## src/rtl/stage_pkg.sv

```systemverilog
// Stage encoding, scheduler FSM states and default enemy slot counts shared by
// the stage controller and the enemy spawn scheduler.
package stage_pkg;

   localparam logic [1:0] STAGE_INIT   = 2'b00;
   localparam logic [1:0] STAGE_NORMAL = 2'b01;
   localparam logic [1:0] STAGE_BOSS   = 2'b10;
   localparam logic [1:0] STAGE_CLEAR  = 2'b11;

   typedef enum logic [1:0] {
      IDLE  = 2'b00,
      WAIT  = 2'b01,
      SPAWN = 2'b10,
      DONE  = 2'b11
   } sched_state_t;

   localparam int unsigned DEFAULT_FLY_COUNT      = 4;
   localparam int unsigned DEFAULT_MOSQUITO_COUNT = 12;

endpackage

```

## src/rtl/spawn_interval_timer.sv

```systemverilog
// Interval timer: after a start pulse, raises a one-cycle expire pulse in the
// INTERVAL-th cycle (count == INTERVAL-1), then idles until restarted.
module spawn_interval_timer #(
   parameter int unsigned INTERVAL = 12_500_000,
   parameter int unsigned W        = 24
) (
   input  logic clk,
   input  logic rst,
   input  logic start,
   input  logic clear,
   output logic expire
);

   logic [W-1:0] count;
   logic         running;

   // expire is registered one cycle early so it lines up with count == INTERVAL-1
   always_ff @(posedge clk or posedge rst) begin
      if (rst) begin
         count   <= '0;
         running <= 1'b0;
         expire  <= 1'b0;
      end else if (clear) begin
         count   <= '0;
         running <= 1'b0;
         expire  <= 1'b0;
      end else if (start) begin
         count   <= '0;
         running <= 1'b1;
         expire  <= 1'b0;
      end else if (running) begin
         count  <= count + W'(1);
         expire <= (count == W'(INTERVAL - 2));
         if (count == W'(INTERVAL - 1)) begin
            running <= 1'b0;
         end
      end else begin
         expire <= 1'b0;
      end
   end

endmodule

```

## src/rtl/enemy_spawn_scheduler.sv

```systemverilog
// Enemy spawn scheduler: staggered fly/mosquito spawn pulses on NORMAL entry,
// same-cycle spider pulse on BOSS entry. Optional macro SPAWN_SKIP_ALIVE_EN.
module enemy_spawn_scheduler
   import stage_pkg::*;
#(
   parameter int unsigned FLY_COUNT      = DEFAULT_FLY_COUNT,
   parameter int unsigned MOSQUITO_COUNT = DEFAULT_MOSQUITO_COUNT,
   parameter int unsigned SPAWN_INTERVAL = 12_500_000,
   parameter int unsigned INTERVAL_W     = 24
) (
   input  logic                      clk25,
   input  logic                      rst,
   input  logic [1:0]                stage_state,
   input  logic [FLY_COUNT-1:0]      fly_alive,
   input  logic [MOSQUITO_COUNT-1:0] mosquito_alive,
   input  logic                      spider_alive,
   output logic [FLY_COUNT-1:0]      fly_spawn,
   output logic [MOSQUITO_COUNT-1:0] mosquito_spawn,
   output logic                      spider_spawn,
   output logic                      spawn_done,
   output logic [7:0]                wave_count
);

   localparam int unsigned SLOTS = FLY_COUNT + MOSQUITO_COUNT;
   localparam int unsigned IDX_W = (SLOTS > 1) ? $clog2(SLOTS) : 1;
   localparam logic [IDX_W-1:0] LAST_SLOT = IDX_W'(SLOTS - 1);

   sched_state_t              state, state_d;
   logic [IDX_W-1:0]          index, index_d, load_idx;
   logic [1:0]                prev_stage;
   logic                      armed;
   logic                      in_normal, enter_normal, enter_boss;
   logic                      timer_start, timer_clear, timer_expire;
   logic                      load_req, load_en, done_d;
   logic [7:0]                wave_d;
   logic [FLY_COUNT-1:0]      fly_d;
   logic [MOSQUITO_COUNT-1:0] mosquito_d;

   // After reset, NORMAL only counts as entered once a non-NORMAL stage has been seen
   assign in_normal    = (stage_state == STAGE_NORMAL);
   assign enter_normal = in_normal && (prev_stage != STAGE_NORMAL) && armed;
   assign enter_boss   = (stage_state == STAGE_BOSS) && (prev_stage != STAGE_BOSS);
   assign spider_spawn = enter_boss && !rst;

   spawn_interval_timer #(
      .INTERVAL (SPAWN_INTERVAL),
      .W        (INTERVAL_W)
   ) u_timer (
      .clk    (clk25),
      .rst    (rst),
      .start  (timer_start),
      .clear  (timer_clear),
      .expire (timer_expire)
   );

`ifdef SPAWN_SKIP_ALIVE_EN
   logic [SLOTS-1:0] slot_alive;
   logic             skip_q, skip_d;
   logic             unused_alive;

   assign slot_alive   = {mosquito_alive, fly_alive};
   assign unused_alive = spider_alive;

   always_ff @(posedge clk25 or posedge rst) begin
      if (rst) skip_q <= 1'b0;
      else     skip_q <= skip_d;
   end
`else
   logic unused_alive;
   assign unused_alive = ^{spider_alive, fly_alive, mosquito_alive};
`endif

   // Next-state logic; load_req marks the transition into SPAWN for slot load_idx
   always_comb begin
      state_d     = state;
      index_d     = index;
      done_d      = 1'b0;
      wave_d      = wave_count;
      timer_start = 1'b0;
      timer_clear = 1'b0;
      load_req    = 1'b0;
      load_idx    = index;
      case (state)
         IDLE: begin
            if (enter_normal) begin
               state_d     = WAIT;
               index_d     = '0;
               timer_start = 1'b1;
               if (wave_count != 8'hFF) wave_d = wave_count + 8'd1;
            end
         end
         WAIT: begin
            if (!in_normal) begin
               state_d     = IDLE;
               timer_clear = 1'b1;
            end else if (timer_expire) begin
               state_d  = SPAWN;
               load_req = 1'b1;
            end
         end
         SPAWN: begin
            if (!in_normal) begin
               state_d     = IDLE;
               timer_clear = 1'b1;
            end else if (index == LAST_SLOT) begin
               state_d = DONE;
               done_d  = 1'b1;
            end else begin
               index_d = index + IDX_W'(1);
`ifdef SPAWN_SKIP_ALIVE_EN
               if (skip_q) begin
                  state_d  = SPAWN;
                  load_req = 1'b1;
                  load_idx = index + IDX_W'(1);
               end else
`endif
               begin
                  state_d     = WAIT;
                  timer_start = 1'b1;
               end
            end
         end
         DONE: begin
            if (in_normal) done_d  = 1'b1;
            else           state_d = IDLE;
         end
         default: state_d = IDLE;
      endcase
   end

   // Decode the loaded slot into a one-hot fly or mosquito pulse
   always_comb begin
      load_en = load_req;
`ifdef SPAWN_SKIP_ALIVE_EN
      load_en = load_req && !slot_alive[load_idx];
      skip_d  = load_req && slot_alive[load_idx];
`endif
      fly_d      = '0;
      mosquito_d = '0;
      for (int i = 0; i < FLY_COUNT; i++) begin
         fly_d[i] = load_en && (load_idx == IDX_W'(i));
      end
      for (int i = 0; i < MOSQUITO_COUNT; i++) begin
         mosquito_d[i] = load_en && (load_idx == IDX_W'(FLY_COUNT + i));
      end
   end

   always_ff @(posedge clk25 or posedge rst) begin
      if (rst) begin
         state          <= IDLE;
         index          <= '0;
         prev_stage     <= STAGE_INIT;
         armed          <= 1'b0;
         fly_spawn      <= '0;
         mosquito_spawn <= '0;
         spawn_done     <= 1'b0;
         wave_count     <= '0;
      end else begin
         state          <= state_d;
         index          <= index_d;
         prev_stage     <= stage_state;
         armed          <= armed || !in_normal;
         fly_spawn      <= fly_d;
         mosquito_spawn <= mosquito_d;
         spawn_done     <= done_d;
         wave_count     <= wave_d;
      end
   end

endmodule

```

## config.mk

```make
export PLATFORM = sky130hd
export DESIGN_NAME = enemy_spawn_scheduler
export DESIGN_NICKNAME = d
export VERILOG_FILES = /design/src/rtl/stage_pkg.sv /design/src/rtl/spawn_interval_timer.sv /design/src/rtl/enemy_spawn_scheduler.sv
export SDC_FILE = /design/constraint.sdc
export NUM_CORES = 1
export LEC_CHECK = 0
export CAP_MARGIN = 10
export CORE_MARGIN = 3
export CORE_UTILIZATION = 50
export CTS_CLUSTER_DIAMETER = 60
export DETAILED_ROUTE_END_ITERATION = 10
export MAX_ROUTING_LAYER = met4
export PLACE_DENSITY = 0.75
export SYNTH_ARGS = -nofsm -noshare
export SYNTH_HDL_FRONTEND = slang
export SYNTH_HIERARCHICAL = 1
export SYNTH_SLANG_ARGS = --single-unit
```

## constraint.sdc

```tcl
create_clock -name clk25 -period 2.7 [get_ports clk25]
set_input_delay 0.405 -clock clk25 [delete_from_list [all_inputs] [get_ports clk25]]
set_output_delay 0.405 -clock clk25 [all_outputs]
set_load 0.03 [all_outputs]
```

* Word level (Yosys, flattened, before mapping)
Index checks and enable logic that the tools add are counted.
Widths: inputs -> output; s select.
** Cells by class
- Multiplexer cells :: 34
- Reductions and logical operators :: 31
- Equal/unequal tests :: 30
- Add/subtract/negate cells :: 3
** Operator list (count)
- $mux 24 :: 3
- $eq 24x24->1 const B :: 2
- $eq 4x4->1 const B :: 8
- $add 24x1->24 const B :: 1
- $logic_and 1x1->1 :: 20
- $mux 1 :: 18
- $eq 4x3->1 const B :: 4
- $mux 2 :: 6
- $mux 4 :: 3
- $ne 2x2->1 const B :: 5
- $add 8x1->8 const B :: 1
- $eq 4x2->1 const B :: 2
- $ne 8x8->1 const B :: 1
- $pmux 2 s4 :: 1
- $pmux 4 s2 :: 1
- $eq 2x2->1 const B :: 3
- $reduce_and 3->1 :: 2
- $add 4x1->4 const B :: 1
- $eq 2x1->1 const B :: 2
- $eq 4x1->1 const B :: 1
- $logic_not 4->1 :: 1
- $pmux 1 s2 :: 2
- $reduce_and 4->1 :: 1
- $ne 3x2->1 const B :: 1
- other kinds (7) :: 8
** Word-level totals
- Logic and storage cells :: 109
- Output and inout bits :: 26
- Flip-flop bits (word level) :: 60

* Depth between registers and ports, before layout
- Depth after elaboration :: 7
- Depth in mapped cells :: 12
- Gate-level depth less buffers :: 8

* Modules after synthesis
The synthesis kept the hierarchy.
** By module, submodules not included
- enemy_spawn_scheduler :: cells an instance 142, instances 1, sequential area each 850.8 um2, area an instance 1611.5 um2
- spawn_interval_timer :: cells an instance 153, instances 1, sequential area each 650.6 um2, area an instance 1451.4 um2

* Least setup slack after synthesis
OpenSTA, ideal clock, no wires.
- Path kind :: reg-to-reg
- From :: register state[0]
- To :: register u_timer.count[16]
- Cell stages (with the launch flop) :: 12
- Period minus slack after synthesis :: 2.217 ns
- Required time :: 2.623 ns
- Arrival time :: 2.140 ns
- Setup slack :: 0.483 ns
- Library setup time :: 0.077 ns
- Path through :: dfrtp_1 -> inv_1 -> ha_1 -> nand4_4 -> buf_6 -> nand2_1 -> or2_1 -> buf_6 -> o211ai_2 -> buf_6 -> or4_1 -> a21oi_1
** Between the ends
- Word-level cells in the longest chain between the ends :: 4
- Elaborated cells between the ends (all ways) :: 9
- Those cells by class :: 2 x eq/ne; 4 x mux; 3 x reduce/logical
** RTL lines
- start, declared :: line enemy_spawn_scheduler.sv:28 : sched_state_t state, state_d;
- start signal, assigned :: line enemy_spawn_scheduler.sv:159 : state <= state_d;
- $eq 2x2->1 / $logic_not 2->1 (equally long branches) :: line enemy_spawn_scheduler.sv:83 : case (state)
- $pmux 1 s2 (*) :: line enemy_spawn_scheduler.sv:83
- named net timer_start :: line enemy_spawn_scheduler.sv:33 : logic timer_start, timer_clear, timer_expire;
- $mux 24 :: line spawn_interval_timer.sv:27 : end else if (start) begin
- $mux 24 :: line spawn_interval_timer.sv:23 : end else if (clear) begin
- end signal, assigned :: line spawn_interval_timer.sv:32 : count <= count + W'(1);
- end, declared :: line spawn_interval_timer.sv:14 : logic [W-1:0] count;
The timed path passes the listed nets; every way through them passes the cells marked *.
A chain may end at the register's enable or synchronous reset.

* Worst setup path after layout
- From :: register state[0]
- To :: register u_timer.count[20]
The elaborated chain is that of the path after synthesis.

==> impl_metrics.sql <==
INSERT INTO impl_metrics (metric_group, metric, value, unit) VALUES
('run_status', 'status', 'finished clean', ''),
('pwr', 'cellLeakagePower', '1.478', 'nW'),
('cts', 'worstSkewPairLatency', '330', 'ps'),
('timing', 'pins_over_their_slew_limit', '0', ''),
('logic_synthesis', 'synth_sequential_area_ratio', '49.02', '%'),
('die', 'standard_cell_row_count', '27', ''),
('logic_synthesis', 'yosys_register_bits', '60', ''),
('setup_path', 'cp_max_delay_cell', 'or4_1', ''),
('global_route', 'grt_antenna_before_repair', '0', ''),
('cts', 'clock-root-buffer', 'clkbuf_8', ''),
('logic_synthesis', 'syn-mean-instance-area', '10.38', 'µm²'),
('timing', 'smallest_setup_slack_after_layout', '242.3', 'ps'),
('pwr', 'internal_power_summed_over_all_cells', '1.534', 'mW'),
('die', 'boundaryPins', '47', ''),
('setup_path', 'critical_path.top_delay_family', 'simple AND/OR/NAND/NOR gates', ''),
('global_route', 'first_global_vias', '2146', ''),
('routing', 'drt_first_iter_violations', '166', ''),
('placed_design', 'dp_hpwl', '4045', 'µm'),
('global_route', 'gr-total-overflow', '0', ''),
('finish', 'antenna-diode-count', '0', ''),
('die', 'design.core.area', '0.005709', 'mm²'),
('logic_synthesis', 'post-synth-top-area-cell', 'dfrtp_1', ''),
('routing', 'total_drc_errors_in_the_routed_layout', '0', ''),
('finish', 'area_delta_synth_final', '16.18', '%'),
('die', 'floorplan.die.width', '84.27', 'µm'),
('die', 'initial_core_util', '53.65', '%'),
('placed_design', 'dpl_worst_slack', '-5.756', 'ps'),
('pwr', 'power.ir.vdd_worst', '487.5', 'µV'),
('cts', 'cts-htree-levels', '3', ''),
('routing', 'wl_per_cell', '14.15', 'µm'),
('timing', 'tightest_slew', '413.8', 'ps'),
('timing', 'achievable-frequency', '406.9', 'MHz'),
('cts', 'post_cts_resized', '0', ''),
('setup_path', 'critPathArrivalTime', '2710', 'ps'),
('setup_path', 'worstRegToRegCells', '9', ''),
('routing', 'routed_wirelength', '5717', 'µm'),
('setup_path', 'crit_path_cell_trace', 'inv_1, ha_1, nand3_1, nand2_1, or2_1, o211ai_2, buf_12, or4_1, a21oi_1', ''),
('finish', 'final_net_count', '360', ''),
('pwr', 'power_per_cell_area', '657.2', 'mW/mm²'),
('logic_synthesis', 'synth.net_count', '328', ''),
('setup_path', 'max_stage_delay', '500', 'ps'),
('routing', 'post_drt_via_cell_ratio', '5.599', ''),
('routing', 'dr_total_vias', '2262', ''),
('timing', 'min_period_over_period', '91.03', '%'),
('pwr', 'net-switching-power', '0.8042', 'mW'),
('setup_path', 'crit_required', '2950', 'ps'),
('routing', 'drtAntennaViolNets', '0', ''),
('logic_synthesis', 'summed_instance_area_of_the_synthesized_netlist', '0.003063', 'mm²'),
('logic_synthesis', 'synth_top_flop_cell', 'dfrtp_1', ''),
('timing', 'setup-violations-final', '0', ''),
('cts', 'cts.repair_timing.setup_buffer_count', '0', ''),
('timing', 'finalWorstPathRequiredPeriod', '2458', 'ps'),
('setup_path', 'worst_path_max_fanout', '20', ''),
('placed_design', 'gp_congestion', '0.8404', ''),
('logic_synthesis', 'netlist-cell-type-count', '54', ''),
('setup_path', 'crit_cells', '9', ''),
('cts', 'cts.path.max_buffers', '2', ''),
('cts', 'clock_tree_from_tritoncts', 'built', ''),
('cts', 'postCtsHoldBufs', '0', ''),
('finish', 'post_route_cells_drive_above_1_share', '10.54', '%'),
('pwr', 'power.combinational.fraction', '24.2', '%'),
('timing', 'rsz_0062_raised_after_global_routing', 'false', ''),
('timing', 'total_negative_setup_slacks', '0', 'ps'),
('global_route', 'grt_start_max_net_pins', '35', ''),
('global_route', 'grt_usage', '17.92', '%'),
('routing', 'first_pass_iters', '4', ''),
('timing', 'finalHoldViolations', '0', ''),
('global_route', 'first_pass_grt_wire_length', '10060', 'µm'),
('cts', 'numCtsBuffers', '9', ''),
('logic_synthesis', 'synthesis.yosys.warnings', '6', ''),
('logic_synthesis', 'netlist_instances', '295', '');
[tightest hold or removal path, delay by kind of cell]
family   cells  cell delay (ps)
buf+inv      3              800
[Yosys cell counts (2+ instances only)]
master / n
nand4_1: 8
o21ai_1: 3
o21ai_0: 3
a211oi_1: 2
nor2_1: 26
o31ai_1: 8
xor2_1: 11
or4_1: 9
dfrtp_1: 60
xnor2_1: 5
nand2_1: 21
and2_1: 3
mux2_2: 2
a21oi_1: 16
ha_1: 12
nand2b_1: 2
clkbuf_8: 2
inv_1: 12
a41oi_1: 2
clkbuf_1: 6
nor3_1: 10
or3_1: 5
nor4_1: 3
nor4b_1: 2
nand3_2: 2
buf_6: 5
and4_1: 5
nand3_1: 19
and3_1: 4
mux2_1: 2
mux2i_1: 2
[layout make-up]
type,instances,area (µm²),share of cell area [%]
sequential,60,1501,42.19
multi-input combinational,209,1405,39.49
clock buffer,11,131.4,3.692
clock inverter,5,37.54,1.055
timing repair buffer,35,347.8,9.775
tap,72,90.09,2.532
inverter,12,45.04,1.266
[sequential cells by signal, indices dropped and copies added, names as in the netlist]
register         cells
wave_count           8
armed                1
state                2
fly_spawn            4
u_timer/expire       1
index                4
spawn_done           1
u_timer/count       24
mosquito_spawn      12
prev_stage           2
u_timer/running      1
[layout by cell type, fill, tap and decap left out, types with 5 or more instances in the layout]
cell | netlist | layout
inv_1 | 12 | 12
nand4_1 | 8 | 8
xnor2_1 | 5 | 5
o31ai_1 | 8 | 8
a21oi_1 | 16 | 16
nor2_1 | 26 | 26
nor3_1 | 10 | 10
or3_1 | 5 | 5
buf_4 | 0 | 5
and4_1 | 5 | 5
clkbuf_8 | 2 | 9
dfrtp_1 | 60 | 60
ha_1 | 12 | 12
nand3_1 | 19 | 19
or4_1 | 9 | 9
xor2_1 | 11 | 11
nand2_1 | 21 | 21
clkdlybuf4s50_1 | 0 | 29
[per-layer routing]
metal | wire (µm) | GRT usage [%] | part of all wire (%) | vias to the layer above
li1 | - | - | - | 1124
met1 | 2802 | 24.91 | 49 | 1095
met2 | 2706 | 25.61 | 47 | 39
met3 | 146 | 2.944 | 2.6 | 4
met4 | 62 | 8.333 | 1.1 | 0
met5 | 0 | - | 0 | -
[final timing paths]
check                               from                end  slack [ps]
max                             state[0]  u_timer/count[20]         240
min                                  rst  u_timer/count[12]         480
max reg2reg                     state[0]  u_timer/count[20]         240
min reg2reg                wave_count[4]      wave_count[4]         530
max in group asynchronous            rst  mosquito_spawn[3]        1890
min in group clk25         wave_count[4]      wave_count[4]         530
[stage by stage]
stage | hold slack, ps | area [µm²] | std cells | total power, mW | utilization (%)
finish | 480.8 | 3558 | 404 | 2.339 | 62.33
global route | 519.6 | 3558 | 404 | 2.480 | 62.33
CTS | 483.7 | 3558 | 404 | 2.362 | 62.33
detailed placement | 512.9 | 3390 | 388 | 1.669 | 59.37
global placement | 504.9 | 3390 | 388 | 1.647 | 59.37
floorplan | 436.4 | 3063 | 295 | 1.532 | -
[power groups by stage]
stage	Sequential [mW]	Clock, mW	Combinational, mW
floorplan	1.12	0	0.408
global placement	1.10	0	0.552
detailed placement	1.10	0	0.568
CTS	1.08	0.707	0.570
global route	1.10	0.752	0.630
finish	1.09	0.687	0.565
[kinds of logic after synthesis]
logic type                 synth area share, %
buffers and inverters                    5.106
AOI/OAI and AO/OA                        8.742
and+or+nand+nor                          25.04
muxes                                    2.614
xor gates and xnor gates                 4.575
adders and majority gates                4.902
DFF                                      49.02
No activity file was read; power rests on OpenSTA's default activity.
